`config.mk`:
```
export PLATFORM = sky130hd
export DESIGN_NAME = irq_gateway_bank
export DESIGN_NICKNAME = d
export VERILOG_FILES = /design/src/rtl/irq_gateway_bank.sv
export SDC_FILE = /design/constraint.sdc
export NUM_CORES = 1
export LEC_CHECK = 0
export ABC_AREA = 1
export CAP_MARGIN = 0
export CORE_ASPECT_RATIO = 1.5
export CORE_MARGIN = 2
export CORE_UTILIZATION = 41
export CTS_BUF_LIST = sky130_fd_sc_hd__clkbuf_16
export DETAILED_ROUTE_END_ITERATION = 8
export GPL_TIMING_DRIVEN = 0
export PLACE_DENSITY = 0.75
export SYNTH_ARGS = -nofsm -noshare
export SYNTH_HDL_FRONTEND = slang
export SYNTH_SLANG_ARGS = --single-unit
```
`constraint.sdc`:
```
create_clock -name clock -period 1.8 [get_ports clock]
set_clock_uncertainty 0.15 [all_clocks]
set_input_delay 0.36 -clock clock [delete_from_list [all_inputs] [get_ports clock]]
set_output_delay 0.36 -clock clock [all_outputs]
set_load 0.05 [all_outputs]
```
`src/rtl/irq_gateway_bank.sv`:
```
// irq_gateway_bank: per-source level/edge interrupt gateways with a
// fixed-priority (lowest id first) claim/complete front end.
module irq_gateway_bank #(
  parameter int unsigned        N_SRC     = 8,
  parameter logic [N_SRC-1:0]   EDGE_MASK = '0,
  localparam int unsigned       ID_W      = $clog2(N_SRC + 1)
) (
  input  logic             clock,
  input  logic             reset,
  input  logic [N_SRC-1:0] int_in,
  input  logic [N_SRC-1:0] enable,
  output logic             pend_valid,
  output logic [ID_W-1:0]  pend_id,
  input  logic             claim,
  input  logic             complete,
  input  logic [ID_W-1:0]  complete_id,
  output logic [N_SRC-1:0] inflight
);

  logic [N_SRC-1:0] pending;
  logic [N_SRC-1:0] edge_prev;
  logic [N_SRC-1:0] edge_held;

  logic [N_SRC-1:0] req;
  logic [N_SRC-1:0] idle;
  logic [N_SRC-1:0] claim_hit;
  logic [N_SRC-1:0] comp_hit;

  // Fixed-priority selection; scanning downward lets the lowest id win.
  always_comb begin
    pend_valid = 1'b0;
    pend_id    = '0;
    for (int unsigned i = N_SRC; i > 0; i--) begin
      if (pending[i-1] && enable[i-1]) begin
        pend_valid = 1'b1;
        pend_id    = ID_W'(i);
      end
    end
  end

  // Per-source request detection and claim/complete decode.
  always_comb begin
    for (int unsigned i = 0; i < N_SRC; i++) begin
      req[i]       = EDGE_MASK[i] ? (int_in[i] & ~edge_prev[i]) : int_in[i];
      idle[i]      = ~pending[i] & ~inflight[i];
      claim_hit[i] = claim & pend_valid & (pend_id == ID_W'(i + 1));
      // A complete only hits an inflight source, so it never collides with a
      // claim of the same id (claim requires pending, which excludes inflight).
      comp_hit[i]  = complete & (complete_id == ID_W'(i + 1)) & inflight[i];
    end
  end

  // Gateway state: pending/inflight handshake plus 1-deep edge merge.
  always_ff @(posedge clock) begin
    if (reset) begin
      pending   <= '0;
      inflight  <= '0;
      edge_prev <= '0;
      edge_held <= '0;
    end else begin
      for (int unsigned i = 0; i < N_SRC; i++) begin
        edge_prev[i] <= int_in[i] & EDGE_MASK[i];

        if (claim_hit[i])
          pending[i] <= 1'b0;
        else if (idle[i] && (req[i] || edge_held[i]))
          pending[i] <= 1'b1;

        // Held edge is consumed on the first idle cycle; otherwise any
        // further edge while busy is merged into the single held bit.
        if (idle[i])
          edge_held[i] <= 1'b0;
        else if (EDGE_MASK[i] && req[i])
          edge_held[i] <= 1'b1;

        if (claim_hit[i])
          inflight[i] <= 1'b1;
        else if (comp_hit[i])
          inflight[i] <= 1'b0;
      end
    end
  end

endmodule

```
# Yosys cells after proc, flatten, opt, wreduce, memory -nomap -nowiden
# Cells that the tools add are included.
# totals
wordCells,145
in_bits,24
register_bits,16
# op_classes
muxes,32
bitwise,49
eq_ne,16
n_reduce_logical,32
# op_table
op,count
1-bit AND,33
4-bit by 3-bit equality test with 1-bit output (second input constant),8
4-bit two-way mux,8
1-bit two-way mux,24
4-bit by 2-bit equality test with 1-bit output (second input constant),4
1-bit logical AND,16
1-bit NOT,16
2-bit nonzero test,8
2-bit OR reduction,8
4-bit by 1-bit equality test with 1-bit output (second input constant),2
4-bit equality test (second input constant),2

# Logic depth before layout (Yosys ltp)
# depth
word_depth,12
mapped_depth,11

# Worst setup path after synthesis
# OpenSTA, ideal clock, no wires.
# synth_timing
path_type,input to register
startpoint,in enable[0]
endpoint,reg pending[7]
setup_time_ns,0.116
stages,8
arrival_ns,1.620
slack_ns,-0.086
cell_sequence,nand2_2 inv_2 nor2_4 inv_1 nor3_2 nand2_1 o211ai_1 inv_1
# synth_via
elab_chain_cells,5
elab_cells_between_ends,7
classes_between,1 x eq/ne; 2 x mux; 2 x bitwise; 2 x reduce/logical
# synth_rtl
element,line_no,text
start: declaration,11,"input logic [N_SRC-1:0] enable,"
1-bit logical AND,34,if (pending[i-1] && enable[i-1]) begin
4-bit two-way mux,34,
named net pend_id[3],13,"output logic [ID_W-1:0] pend_id,"
4-bit equality test,46,claim_hit[i] = claim & pend_valid & (pend_id == ID_W'(i + 1));
1-bit AND,46,
2-bit OR reduction (no line),-,
end signal: assignment,56,pending <= '0;
end signal: indexed assignment,65,pending[i] <= 1'b0;
end signal: indexed assignment,67,pending[i] <= 1'b1;
end: declaration,20,logic [N_SRC-1:0] pending;
# The timed path passes the listed nets, and every way through them passes these cells.
# A chain may end at the register's enable or synchronous reset.

# Worst setup path in the final report
# layout_timing
startpoint,reg pending[4]
endpoint,out pend_id[1]
# layout_via
elab_chain_cells,6
# layout_rtl
element,line_no
1-bit logical AND,34
4-bit two-way mux (5 in a row),34
end: declaration,13
# Every way passes these cells.

==> summary.txt <==
Setup path
  – Crit. Startpoint: pending[4]
  – Crit path capture type: output port
  – Startpoint types: flip-flop
  – CP Max Fanout: 4
  – CP dominant cell by count: nand2_1
  – Flop-to-flop setup slack: 0.23 ns
  – FF-to-FF path depth: 13
  – Worst reg2reg startpoint: pending[6]
  – CP arrival: 1.25 ns
  – Critical path, cell by cell: nand2_2 -> nand2_1 -> inv_2 -> nand2_1 -> nand2_1 -> nand2_2 -> inv_2 -> buf_8
  – CP max stage delay: 0.32 ns
  – Req. time, crit path: 1.29 ns
  – Slowest stage cell, crit path: dfxtp_2
  – Crit Path Class: flip-flop to output port
  – FF-to-FF End: pending[2]

Clock network
  – Clk buf depth: 2
  – Clock latency on the worst-skew pair: 0.25 ns
  – Clock transition at path regs: 0.05 ns
  – CTS tree: yes
  – Clk sinks: 16
  – CTS Hold Bufs: 0
  – H-tree Lvls: 1
  – CTS buffer count: 3
  – Root buffer cell: clkbuf_16

GRT
  – Initial antenna violation count: 0
  – Largest net degree at the start of global routing: 11
  – Vias in the first global route: 983
  – Total congestion overflow: 0
  – GRT Overall Usage: 23.1%
  – Global-route wire length before repair: 3820 um

Pwr
  – Internal power: 0.824 mW
  – Sw Pwr: 0.373 mW
  – Power Density: 859 mW/mm^2
  – Worst vdd ir: 616 uV
  – Part of the power in combinational logic: 30.4%
  – Clk network pwr share: 36.2%
  – Pleak: 0.730 nW
  – Sequential power share: 33.4%
  – Sw frac: 31.2%

Hold path
  – Endpoint, Worst Hold: inflight[2]
  – Hold path cells: 2
  – Worst Hold Launch: reset
  – Hold Path Class: primary input to flip-flop

Synthesis
  – Syn Area/Cell: 6.67 um^2
  – Distinct cells, synth: 18
  – Cell count after synthesis: 127
  – Post-synthesis sequential area ratio: 37.8%
  – Synth area leader: dfxtp_1
  – Synth Net Count: 151
  – Yosys warnings: 0
  – Synth area leaders: dfxtp_1 38%, nand2_1 12%, inv_1 11%
  – Top cell type's share of synthesized area: 37.8%
  – Cell Area, Synth: 847 um^2
  – Flops & latches, synth: 16

Floorplan
  – FP Rows: 20
  – Chip width: 41.1 um
  – I/O pins: 37
  – Die area: 0.00245 mm^2
  – Chip Height: 59.7 um
  – Initial Util: 42.3%
  – Core Area: 0.00200 mm^2

Detailed routing
  – Vias/cell: 4.93
  – DRT Wirelength: 2380 um
  – Avg WL per Cell: 12.2 um
  – Post-DRT Antenna Nets: 0
  – DR iter-0 viols: 32
  – DRC: 0
  – Via count: 962
  – Drt pass-1 iters: 4

Timing
  – Max_slew headroom: 66.6%
  – Actual slew at the worst max-slew pin: 0.503 ns
  – Max Fclk: 569 MHz
  – Hold_ws: 0.259 ns
  – Sum of negative setup slack: 0 ns
  – # setup viols final: 0
  – Part of the cycle the worst path needs: 97.6%
  – Pins Over Slew Limit: 0
  – Period minus WS final: 1.76 ns
  – Unrepaired setup endpoints after global routing: true
  – Final hold vios: 0

Final layout
  – Layout cells sized above 1: 27.7%
  – Final core utilization: 69.6%
  – Area delta synth->final: 64.5%
  – Final nets: 199
  – Highest-count cells in the layout ignoring fill and taps: 23 x inv_1, 19 x nand2_1, 14 x nand2_2, 14 x clkdlybuf4s50_1, 12 x dfxtp_1
  – Most common cell after layout, fill and taps aside: inv_1
  – Diode count: 0

Placement
  – HPWL Detailed: 1710 um
  – # port buffers: 35
  – Gpl congestion: 0.920

Flow run
  – Max Cap Viol: 0

Run status
  – Status: complete, no violations
## cells in the mapped netlist (all sizes together)
cell type	n
inv	29
dfxtp	16
buf	1
nor2	12
o211ai	3
o21ai	5
nand3	9
nand4	2
nand2	35
a21oi	10
nor3	2
o21bai	3
## routing by layer
layer	part of all wire, %	wire (um)	GRT usage (%)
met1	37	883	23.3
met2	55	1320	40.2
met3	4.3	101	4.46
met4	3.1	73	14.3
met5	0	0	0
## cell type report
type | count | area [um^2]
clock buffer | 3 | 75.1
buffer | 1 | 5.00
multi-input combinational | 81 | 447
tap | 22 | 27.5
inverter | 29 | 109
sequential | 16 | 325
timing repair buffer | 43 | 405
fill | 185 | 608
## flip-flops by register name, indices dropped and copies added (netlist names)
name and count:
inflight 8, pending 8
## per-stage QoR
stage                     total power, mW  instances  worst slack [ns]  instance area, um^2
after floorplan                     0.603        127            0.0205                  853
after global placement              0.719        184            -0.843                 1230
after detailed placement            0.723        184            -0.851                 1230
after CTS                            1.18        192          -0.00918                 1350
after global routing                 1.24        195           -0.0253                 1390
final                                1.20        195            0.0439                 1390
## power by group through the flow
stage               clock (mW)  combinational (mW)  sequential (mW)
floorplan                    0               0.177            0.427
global placement             0               0.318            0.401
detailed placement           0               0.321            0.403
CTS                      0.439               0.341            0.397
global route             0.449               0.393            0.403
finish                   0.434               0.364            0.400
## worst max path at each step
stage                              to  depth (start not counted)
after CTS                  pend_id[3]                          6
after detailed placement   pend_id[0]                         10
final                      pend_id[1]                          8
after global placement     pend_id[0]                         10
after floorplan           inflight[0]                          8
after global routing       pend_id[0]                          9
## cells by family after synthesis
kind of cell	Yosys count	synth area share (%)
buffers and inverters	30	13.4
AO/OA/AOI/OAI	21	14.6
flip-flops	16	37.8
AND/OR/NAND/NOR	60	34.1
## worst max-delay path: cells and delay by family, from the launching register on
kind	cells	cell delay, ns
buffers and inverters	3	0.33
DFF	1	0.32
and+or+nand+nor	5	0.35
## what timing repair did
item | 4_1_cts | 5_1_grt
gates resized for setup | 60 | 12
endpoints found under the setup margin | 13 | 3
buffers inserted | 5 | 3
pin swaps | 16 | 14
No activity file was read; power rests on OpenSTA's default activity.
